**src/rtl/config_readback_uart_tx.sv**
```systemverilog
// Serialises 32-bit configuration readback words onto an 8N1 UART Tx line.
// Each word is sent as four bytes, MSB byte first and LSB bit first, with Tx driven from a flop.
module config_readback_uart_tx #(
    parameter int ClkDiv   = 434,
    parameter int CntWidth = 16
) (
    input  logic        CLK,
    input  logic        resetn,
    input  logic [31:0] ReadData,
    input  logic        ReadStrobe,
    output logic        ReadReady,
    output logic        Tx,
    output logic        TxActive,
    output logic        TxLED
);

    typedef enum logic [1:0] {IDLE, START, DATA, STOP} txState;

    localparam logic [CntWidth-1:0] CntLast = CntWidth'(ClkDiv - 1);

    txState              state, stateNext;
    logic [CntWidth-1:0] bitCnt, bitCntNext;
    logic [2:0]          bitIdx, bitIdxNext;
    logic [1:0]          byteIdx, byteIdxNext;
    logic [31:0]         holdReg, holdNext;
    logic [7:0]          shiftReg, shiftNext;
    logic                ledNext;
    logic                txNext;
    logic                activeNext;

    assign ReadReady = (state == IDLE);

    // State register: Tx and TxActive are registered from next-state values,
    // so the line changes on the same edge as the state it belongs to.
    always_ff @(posedge CLK or negedge resetn) begin
        if (!resetn) begin
            state    <= IDLE;
            bitCnt   <= '0;
            bitIdx   <= '0;
            byteIdx  <= '0;
            holdReg  <= '0;
            shiftReg <= '0;
            Tx       <= 1'b1;
            TxActive <= 1'b0;
            TxLED    <= 1'b0;
        end else begin
            state    <= stateNext;
            bitCnt   <= bitCntNext;
            bitIdx   <= bitIdxNext;
            byteIdx  <= byteIdxNext;
            holdReg  <= holdNext;
            shiftReg <= shiftNext;
            Tx       <= txNext;
            TxActive <= activeNext;
            TxLED    <= ledNext;
        end
    end

    // Next-state logic; the holding register shifts left one byte per STOP,
    // so the byte about to be sent is always holdReg[31:24].
    always_comb begin
        stateNext   = state;
        bitCntNext  = bitCnt;
        bitIdxNext  = bitIdx;
        byteIdxNext = byteIdx;
        holdNext    = holdReg;
        shiftNext   = shiftReg;
        ledNext     = TxLED;
        unique case (state)
            IDLE: begin
                if (ReadStrobe) begin
                    stateNext   = START;
                    holdNext    = ReadData;
                    byteIdxNext = 2'd0;
                    bitCntNext  = '0;
                end
            end
            START: begin
                if (bitCnt == CntLast) begin
                    bitCntNext = '0;
                    bitIdxNext = 3'd0;
                    shiftNext  = holdReg[31:24];
                    stateNext  = DATA;
                end else begin
                    bitCntNext = bitCnt + 1'b1;
                end
            end
            DATA: begin
                if (bitCnt == CntLast) begin
                    bitCntNext = '0;
                    if (bitIdx == 3'd7) begin
                        stateNext = STOP;
                    end else begin
                        bitIdxNext = bitIdx + 3'd1;
                        shiftNext  = {1'b0, shiftReg[7:1]};
                    end
                end else begin
                    bitCntNext = bitCnt + 1'b1;
                end
            end
            STOP: begin
                if (bitCnt == CntLast) begin
                    bitCntNext = '0;
                    if (byteIdx == 2'd3) begin
                        stateNext = IDLE;
                        ledNext   = ~TxLED;
                    end else begin
                        byteIdxNext = byteIdx + 2'd1;
                        holdNext    = {holdReg[23:0], 8'h00};
                        stateNext   = START;
                    end
                end else begin
                    bitCntNext = bitCnt + 1'b1;
                end
            end
            default: stateNext = IDLE;
        endcase
    end

    // Output logic: values the output flops take on the coming edge.
    always_comb begin
        txNext     = 1'b1;
        activeNext = (stateNext != IDLE);
        unique case (stateNext)
            START:   txNext = 1'b0;
            DATA:    txNext = shiftNext[0];
            default: txNext = 1'b1;
        endcase
    end

endmodule
```
**config.mk**
```make
export PLATFORM = sky130hd
export DESIGN_NAME = config_readback_uart_tx
export DESIGN_NICKNAME = d
export VERILOG_FILES = /design/src/rtl/config_readback_uart_tx.sv
export SDC_FILE = /design/constraint.sdc
export NUM_CORES = 1
export LEC_CHECK = 0
export BUFFER_PORTS_ARGS = -buffer_cell sky130_fd_sc_hd__buf_2
export CORE_MARGIN = 5
export CORE_UTILIZATION = 40
export DETAILED_ROUTE_END_ITERATION = 10
export HOLD_SLACK_MARGIN = 0.08
export SYNTH_ARGS = -nofsm -noshare
export SYNTH_HDL_FRONTEND = slang
export SYNTH_SLANG_ARGS = --single-unit
export TNS_END_PERCENT = 1
```
**constraint.sdc**
```tcl
create_clock -name CLK -period 2.42 [get_ports CLK]
set_input_delay 0.121 -clock CLK [delete_from_list [all_inputs] [get_ports CLK]]
set_output_delay 0.121 -clock CLK [all_outputs]
set_load 0.1 [all_outputs]
```
# Word level (Yosys, flattened, before mapping)
# Index checks and enable logic that the tools add are counted.
# W data, S select, Z words.
dict set report classes {
  eq_ne 14
  reduce_logical 8
  mux 27
  n_addsub 3
  n_bitwise 1
}
# operator count
set ops {}
lappend ops {{$mux W32} 3}
lappend ops {{$pmux W32 S2} 1}
lappend ops {{$mux W16} 2}
lappend ops {{$pmux W16 S2} 1}
lappend ops {{$mux W8} 3}
lappend ops {{$add A16 B1 Y16 const B} 1}
lappend ops {{$eq A16 B9 Y1 const B} 1}
lappend ops {{$mux W2} 8}
lappend ops {{$pmux W8 S2} 1}
lappend ops {{$ne A2 B2 Y1 const B} 6}
lappend ops {{$mux W3} 3}
lappend ops {{$eq A2 B2 Y1 const B} 4}
lappend ops {{$pmux W2 S4} 1}
lappend ops {{$reduce_and A4 Y1} 2}
lappend ops {{$pmux W3 S2} 1}
lappend ops {{$reduce_bool A2 Y1} 3}
lappend ops {{$eq A2 B1 Y1 const B} 2}
lappend ops {{$pmux W2 S2} 1}
lappend ops {{$add A3 B1 Y3 const B} 1}
lappend ops {{$eq A3 B3 Y1 const B} 1}
lappend ops {{$reduce_and A3 Y1} 1}
lappend ops {{$reduce_or A3 Y1} 1}
lappend ops {{$add A2 B1 Y2 const B} 1}
lappend ops {{$logic_not A2 Y1} 1}
lappend ops {{3 further kinds} 3}
dict set report word_totals {
  input_bits 35
  reg_bits 66
  elab_cells 63
  out_inout_bits 4
}

# Logic depth before layout (Yosys ltp)
# Gate-level depths: netlist of run 1.
dict set report logic_depth {
  depth_word 6
  depth_mapped 10
  mapped_depth_nobuf 8
}

# Least setup slack after synthesis of run 1
# OpenSTA, ideal clock, no wires.
dict set report synth_timing {
  path_kind {register -> register}
  start {register state[0]}
  end {register bitCnt[14]}
  period_less_slack_ns 2.434
  required_time_ns 2.298
  setup_ns 0.122
  slack_ns -0.014
  path_buffers 2
  arrival_ns 2.312
  stages_incl_launch_ff 11
  cell_sequence {dfrtp_1 -> inv_1 -> ha_1 -> nand2b_1 -> clkbuf_1 -> and4_1 -> buf_2 -> nand2_1 -> nor2_1 -> xnor2_1 -> nor2_1}
}
dict set report synth_via {
  elab_cells_between_ends 7
  cone_classes {eq/ne (4); mux (1); reduce/logical (2)}
}
# item line_no
set synth_rtl {}
lappend synth_rtl {{from (decl)} 21} ;# txState state, stateNext;
lappend synth_rtl {{from (signal assigned)} 47} ;# state <= stateNext;
lappend synth_rtl {{$logic_not A2 Y1 (*)} n/a}
lappend synth_rtl {{net ReadReady} 11} ;# output logic ReadReady,
lappend synth_rtl {{$pmux W16 S2 / $ne A2 B2 Y1 (equally long branches)} n/a}
lappend synth_rtl {{to (signal assigned)} 48} ;# bitCnt <= bitCntNext;
lappend synth_rtl {{to (decl)} 22} ;# logic [CntWidth-1:0] bitCnt, bitCntNext;
# The timed path passes the listed nets; every way through them passes the cells marked *.
# A chain may end at the register's enable or synchronous reset.

# Worst setup path after layout of run 1
dict set report layout_timing {
  start {register bitCnt[1]}
  end {register shiftReg[7]}
}
dict set report layout_via {
  elab_chain_len 3
  elab_cells_between_ends 4
  cone_classes {eq/ne (3); reduce/logical (1)}
}
# item line_no
set layout_lines {}
lappend layout_lines {{$eq A16 B9 Y1 (*)} {79, 89}}
lappend layout_lines {{$ne A2 B2 Y1 (no line)} n/a}
lappend layout_lines {{$reduce_and A4 Y1 (no line) (*)} n/a}
lappend layout_lines {{to (signal assigned)} 52} ;# shiftReg <= shiftNext;
lappend layout_lines {{to (decl)} 26} ;# logic [7:0] shiftReg, shiftNext;
# Every way passes the cells marked *; elsewhere a longest branch is shown, timed or not.

==> results of run 1 <==
metal layers:
metal	GRT usage [%]	vias up	wire length (µm)
met4	5.91	0	104
li1	-	1269	-
met2	23.2	35	3240
met3	2.49	8	206
met1	20.1	1210	3390
met5	0	-	0
worst reg2reg max path, stage by stage, from the launching register on:
cell	delay [ns]
dfrtp_1	0.42
inv_1	0.07
ha_1	0.13
nor4b_2	0.25
and4_1	0.44
o21ai_2	0.17
a21oi_4	0.33
nand4_1	0.13
o21ai_1	0.10
flip-flops by register name (all words and copies together), names as in the netlist:
signal    count
holdReg      32
bitIdx        3
bitCnt       16
shiftReg      8
TxActive      1
state         2
byteIdx       2
TxLED         1
Tx            1
worst max-delay path by stage:
stage                        endpoint      start  slack (ns)  cells past startpoint
after floorplan            bitCnt[14]   state[0]        0.31                     10
after global placement    holdReg[16]  bitCnt[1]        0.39                      9
after detailed placement  shiftReg[7]  bitCnt[1]        0.28                      8
after CTS                 shiftReg[7]  bitCnt[1]        0.28                      8
after global routing      shiftReg[2]  bitCnt[1]        0.11                      8
final                     shiftReg[7]  bitCnt[1]        0.30                      8
metrics by stage:
step | cells | hold slack [ns]
2_1_floorplan | 323 | -0.175
3_3_place_gp | 454 | 0.344
3_5_place_dp | 454 | 0.340
4_1_cts | 501 | 0.0804
5_1_grt | 501 | 0.106
6_report | 501 | 0.0860
cell usage in the layout, fill, tap and decap left out, types with 2 or more instances in the layout:
master / n
mux2i_1: 25
dfrtp_1: 65
inv_1: 13
o21ai_1: 33
a22o_1: 19
buf_4: 7
o21ai_0: 11
xnor2_1: 3
nor2_1: 18
ha_1: 8
clkinv_2: 2
buf_2: 38
nand4_1: 7
nor2b_1: 3
nor3_1: 6
nand3_1: 12
clkinvlp_4: 3
clkbuf_8: 10
xor2_1: 9
nand2_1: 42
ha_2: 2
a21oi_1: 3
dlygate4sd3_1: 31
and4_1: 4
synthesized netlist by cell type, drive strengths merged:
cell / number
ha: 10
or3: 1
a22o: 19
dfstp: 1
xor2: 9
o31ai: 1
clkbuf: 7
o211ai: 1
nand4: 8
nand2b: 1
a2111oi: 1
and4: 4
a31oi: 1
inv: 13
nor3: 6
nor2: 18
or2b: 1
buf: 13
nor4: 1
a22oi: 1
o21ai: 45
nand2: 42
nor3b: 1
nor4b: 1
and3b: 1
nand3: 12
and3: 1
a21o: 1
xnor2: 3
a211o: 1
mux2i: 25
nor2b: 3
mux2: 1
a21oi: 4
dfrtp: 65
final cells by class:
type,instances,share of cell area [%]
Timing Repair Buffer,77,14.0
Sequential cell,66,40.5
Tap cell,105,3.22
Clock inverter,6,1.01
Clock buffer,10,3.37
Inverter,13,1.20
Multi-Input combinational cell,224,36.6
power by group through the flow:
stage / Clock [µW] / Sequential, µW / Combinational (µW)
after floorplan: 0 / 1120 / 11.2
after global placement: 0 / 1120 / 66.4
after detailed placement: 0 / 1120 / 66.9
after CTS: 857 / 1100 / 105
after global routing: 906 / 1100 / 117
final: 829 / 1100 / 104
logic make-up after synthesis:
logic type,synth area share [%]
simple gates,15.0
buf+inv,4.86
mux,7.94
fa+ha+maj,3.80
xor+xnor,3.19
flops,50.2
compound gates,15.0
==> flow_summary.yaml, run 1 <==
global_routing:
  grt_max_degree: 67
  grt_pass1_wl_um: 11900
  grt_usage_pct: 14.7
  grt_pass1_vias: 2504
  grt_overflow: 0
  antenna_found_initial: 0
timing:
  setup_violations: 0
  finalCriticalPeriod_ns: 2.12
  drv_slew: 0
  fmax_ghz: 0.473
  setup_tns_ns: 0
  post-route-period-util_pct: 87.4
  hold_viol: 0
  fin_ws_ns: 0.305
  tightestPinTransition_ns: 0.827
  finalClockSkew_ns: 0.0101
  max_slew_margin_pct: 44.9
  rsz0062_at_grt: "no"
die:
  rows: 33
  die_area_mm2: 0.0101
  initial_core_util_pct: 40.5
  io-pin-count: 39
  die_width_um: 101
  core_area_mm2: 0.00813
  fp.dieH_um: 101
cts:
  cts_htree_levels: 3
  cts_tree: "done"
  cts-root-buf: "clkbuf_8"
  clk_path_buf_depth: 2
  hold_buffers: 31
  clock_latency_ns: 0.34
  postCtsSetupRepairBufs: 0
  cts.sinks: 66
  cts_buffers: 9
  post_cts_resized: 0
  path_clk_slew_ns: 0.08
setup_path:
  rr_startpoint: "bitCnt[1]"
  slowest_stage: "and4_1"
  worstSetupStartpointType: "flip-flop"
  criticalPathCategory: "reg2reg"
  r2r_cells: 8
  critPathTopFamily: "simple AND/OR/NAND/NOR gates"
  critPathBufInv: 1
  cp.arrival_ns: 2.38
  r2r_end: "shiftReg[7]"
  critPathMaxStageDelay_ns: 0.44
  required_ns: 2.69
  reg2reg_slack_ns: 0.30
  cp_cell_sequence: "inv_1 -> ha_1 -> nor4b_2 -> and4_1 -> o21ai_2 -> a21oi_4 -> nand4_1 -> o21ai_1"
  crit_path_end_kind: "flip-flop"
  crit_fanout: 14
placed_design:
  dpl_cell_area_mm2: 0.00359
  port_buffers: 38
  place_ws_ns: 0.283
  place_hpwl_um: 4660
  gp_congestion: 0.783
min_path:
  min_path_cells: 3
  min-delay-path-class: "in2reg"
  min_from: "ReadData[8]"
  holdPathEnd: "holdReg[8]"
pwr:
  p_comb_share_pct: 5.1
  pwr-share-clk_pct: 40.7
  leakage_uw: 0.00182
  p_sw_share_pct: 23.3
  fin_total_pwr_uw: 2040
  switchingPower_uw: 475
  cellPowerDensity_mw_per_mm2: 499
  power.share.sequential_pct: 54.2
  internal_power_uw: 1560
  ir_drop_mv: 0.443
routing:
  via_per_inst: 5.03
  vias: 2522
  wl_per_cell_um: 13.9
  ant_nets: 0
  wirelength_um: 6940
  firstDrtPassIters: 4
  drtIter0Drc: 74
  drcViolationCount: 0
layout:
  area_delta_synth_final_pct: 23.9
  finish.utilization_pct: 50.1
  multi_input_area_mm2: 0.00149
  fin_nets: 436
  fillers: 725
  drive_above_1_share_pct: 18.7
  seqCellArea_mm2: 0.00165
  fin_area_mm2: 0.00408
  antennaDiodeCount: 0
logic_synthesis:
  synthDominantCellAreaShare_pct: 49.4
  synth_cells: 323
  yosysSeqAreaShare_pct: 50.2
  ys_top_cells_by_area: "dfrtp_1 49%, mux2i_1 7.6%, a22o_1 5.1%, o21ai_1 5.0%, nand2_1 4.8%"
  synth_top_area_cell: "dfrtp_1"
  ys_types: 42
  synthesis.area_mm2: 0.00329
  yosys_warnings: 0
  synth-seq-cells: 66
  syn-num-nets: 368
  avgSynthCellArea_um2: 10.2
flow_run:
  max-cap-violations: 0
status:
  status: "completed"
No activity file was read; power rests on OpenSTA's default activity.
==> run 2: changes to the inputs <==
- ABC_AREA: unset -> 1
==> flow_summary.yaml, run 2 <==
status:
  status: "completed"
timing:
  setup_tns_ns: 0
  rsz0062_at_grt: "no"
  post-route-period-util_pct: 83.2
  max_slew_margin_pct: 65.8
  drv_slew: 0
  finalCriticalPeriod_ns: 2.01
  hold_viol: 0
  fmax_ghz: 0.497
  setup_violations: 0
  finalClockSkew_ns: 0.00712
  tightestPinTransition_ns: 0.517
routing:
  wirelength_um: 7490
  routed.top_layer: "met4"
  drtIter0Drc: 186
  wl_met2_um: 3270
  vias: 2913
  wl_met3_um: 334
  drt-met1-wl_um: 3750
  wl_per_cell_um: 12.5
  via_per_inst: 4.85
  firstDrtPassIters: 4
  drcViolationCount: 0
  ant_nets: 0
cts:
  clock_latency_ns: 0.35
  post_cts_resized: 0
  clk_path_buf_depth: 2
  cts_htree_levels: 3
  postCtsSetupRepairBufs: 0
  hold_buffers: 32
  cts-root-buf: "clkbuf_8"
  cts.sinks: 66
  cts_tree: "done"
  cts_buffers: 9
  path_clk_slew_ns: 0.07
setup_path:
  critPathTopFamily: "compound AO/OA/AOI/OAI gates"
  slowest_stage: "dfrtp_1"
  required_ns: 2.69
  critPathMaxStageDelay_ns: 0.42
  cp_cell_sequence: "inv_1 -> ha_2 -> inv_1 -> nor2_1 -> a21oi_4 -> nand3_4 -> inv_6 -> o211ai_1 -> o21ai_0"
  worstSetupStartpointType: "flip-flop"
  crit_fanout: 52
  criticalPathCategory: "reg2reg"
  crit_path_end_kind: "flip-flop"
  critPathMostFrequentCell: "inv_1"
  cp.arrival_ns: 2.28
  critPathBufInv: 3
pwr:
  switchingPower_uw: 1480
  p_sw_share_pct: 37.9
  cellPowerDensity_mw_per_mm2: 916
  power.share.sequential_pct: 39.1
  leakage_uw: 0.00196
  internal_power_uw: 2430
  pwr-share-clk_pct: 26.3
  ir_drop_mv: 0.489
  p_comb_share_pct: 34.6
logic_synthesis:
  yosys_warnings: 0
  synthArstFlopShare_pct: 100
  synth_common_cells: "74 x nand2_1, 65 x dfrtp_1, 62 x inv_1"
  synth_cells: 419
  synth_top_area_cell: "dfrtp_1"
  avgSynthCellArea_um2: 8.27
  yosysMostFrequentCell: "nand2_1"
  ys_top_cells_by_area: "dfrtp_1 47%, nand2_1 8.0%, o21ai_0 7.2%, inv_1 6.7%, o211ai_1 4.6%"
  synthDominantCellAreaShare_pct: 46.9
  synthesis.area_mm2: 0.00346
  synth-edff-count: 0
  ys_types: 37
  yosysSeqAreaShare_pct: 47.7
  syn-num-nets: 464
  synth-seq-cells: 66
  ys.flop_type: "dfrtp_1"
placed_design:
  gp_congestion: 0.892
  place_hpwl_um: 5110
  placedCellCount: 554
  port_buffers: 38
die:
  initial_core_util_pct: 40.3
  core_area_mm2: 0.00859
  io-pin-count: 39
  rows: 34
  die_width_um: 103
  die_area_mm2: 0.0106
  fp.dieH_um: 103
layout:
  largest_reg_flops: 32
  drive_above_1_share_pct: 15.6
  antennaDiodeCount: 0
  largest-register: "holdReg"
  reg_top3: "holdReg x32, bitCnt x16, shiftReg x8"
  area_delta_synth_final_pct: 23.3
  final_cell_mix: "74 x nand2_1, 65 x dfrtp_1, 62 x inv_1"
  finalNonFillerCells: 601
  fin_nets: 534
  mostFrequentLayoutCell: "nand2_1"
min_path:
  min-delay-path-class: "in2reg"
global_routing:
  grt_overflow: 0
  grt_pass1_wl_um: 13300
  antenna_found_initial: 0
  grt_pass1_vias: 2868
  grt_max_degree: 67
  grt_usage_pct: 15.9
flow_run:
  max-cap-violations: 0
## run 2: cell types whose count changed in the layout (fill, tap and decap cells not counted), sizes merged, moves of 5 or more
cell and change:
o211ai +21, nand4 -5, nand3 +18, mux2i -25, nor2 +25, a22o -19
o21ai +5, inv +52, o22ai +7, nand2 +36, xor2 -6
## run 2: cell type report
class | count | area, µm²
fill | 816 | 4320
sequential | 66 | 1650
multi-input combinational | 271 | 1460
timing repair buffer | 74 | 553
inverter | 67 | 258
clock buffer | 10 | 138
tap | 108 | 135
clock inverter | 5 | 78.8
## run 2: power groups by stage
stage | Sequential [µW] | Clock (µW) | Combinational, µW
2_1_floorplan | 1660 | 0 | 990
3_3_place_gp | 1540 | 0 | 1300
3_5_place_dp | 1550 | 0 | 1320
4_1_cts | 1530 | 1050 | 1370
5_1_grt | 1570 | 1110 | 1560
6_report | 1530 | 1030 | 1350
## run 2: cell families (layout without fill, tap and decap cells)
logic type      count (synthesis)  after routing  synth area share, %
simple gates                  164            164                 21.1
compound gates                 92             92                 16.0
buf+inv                        82            156                 10.4
flops                          66             66                 47.7
fa+ha+maj                      10             10                 3.61
xor+xnor                        5              5                 1.26
## run 2: metrics by stage
step                hold WS [ns]  power, µW  area, µm²  util, %  setup WS [ns]
floorplan                 -0.175       2650       3470        -          0.196
global placement           0.170       2840       3740     43.5          0.477
detailed placement         0.164       2870       3740     43.5          0.415
CTS                        0.116       3940       4270     49.7          0.393
global route               0.139       4230       4270     49.7          0.193
finish                     0.110       3910       4270     49.7          0.406
## run 2: worst reg2reg max path, cell delays in order (launching register included)
cell,delay (ns)
dfrtp_1,0.42
inv_1,0.11
ha_2,0.19
inv_1,0.11
nor2_1,0.09
a21oi_4,0.28
nand3_4,0.18
inv_6,0.28
o211ai_1,0.17
o21ai_0,0.11
## run 2: metal layers
| layer | up-vias | GRT usage (%) |
|---|---|---|
| met5 | - | 0 |
| met4 | 0 | 6.08 |
| met3 | 11 | 3.38 |
| met2 | 49 | 24.2 |
| met1 | 1348 | 22.4 |
| li1 | 1505 | - |
## run 2: path summary, 6_finish.rpt
kind,depth (start not counted),startpoint,end,slack [ns]
setup / recovery,9,state[0],holdReg[16],0.41
hold / removal,3,ReadData[23],holdReg[23],0.11
setup reg to reg,9,state[0],holdReg[16],0.41
hold reg to reg,2,shiftReg[0],shiftReg[0],0.49
max in group asynchronous,3,resetn,Tx,1.79
min in group asynchronous,3,resetn,bitCnt[5],0.32
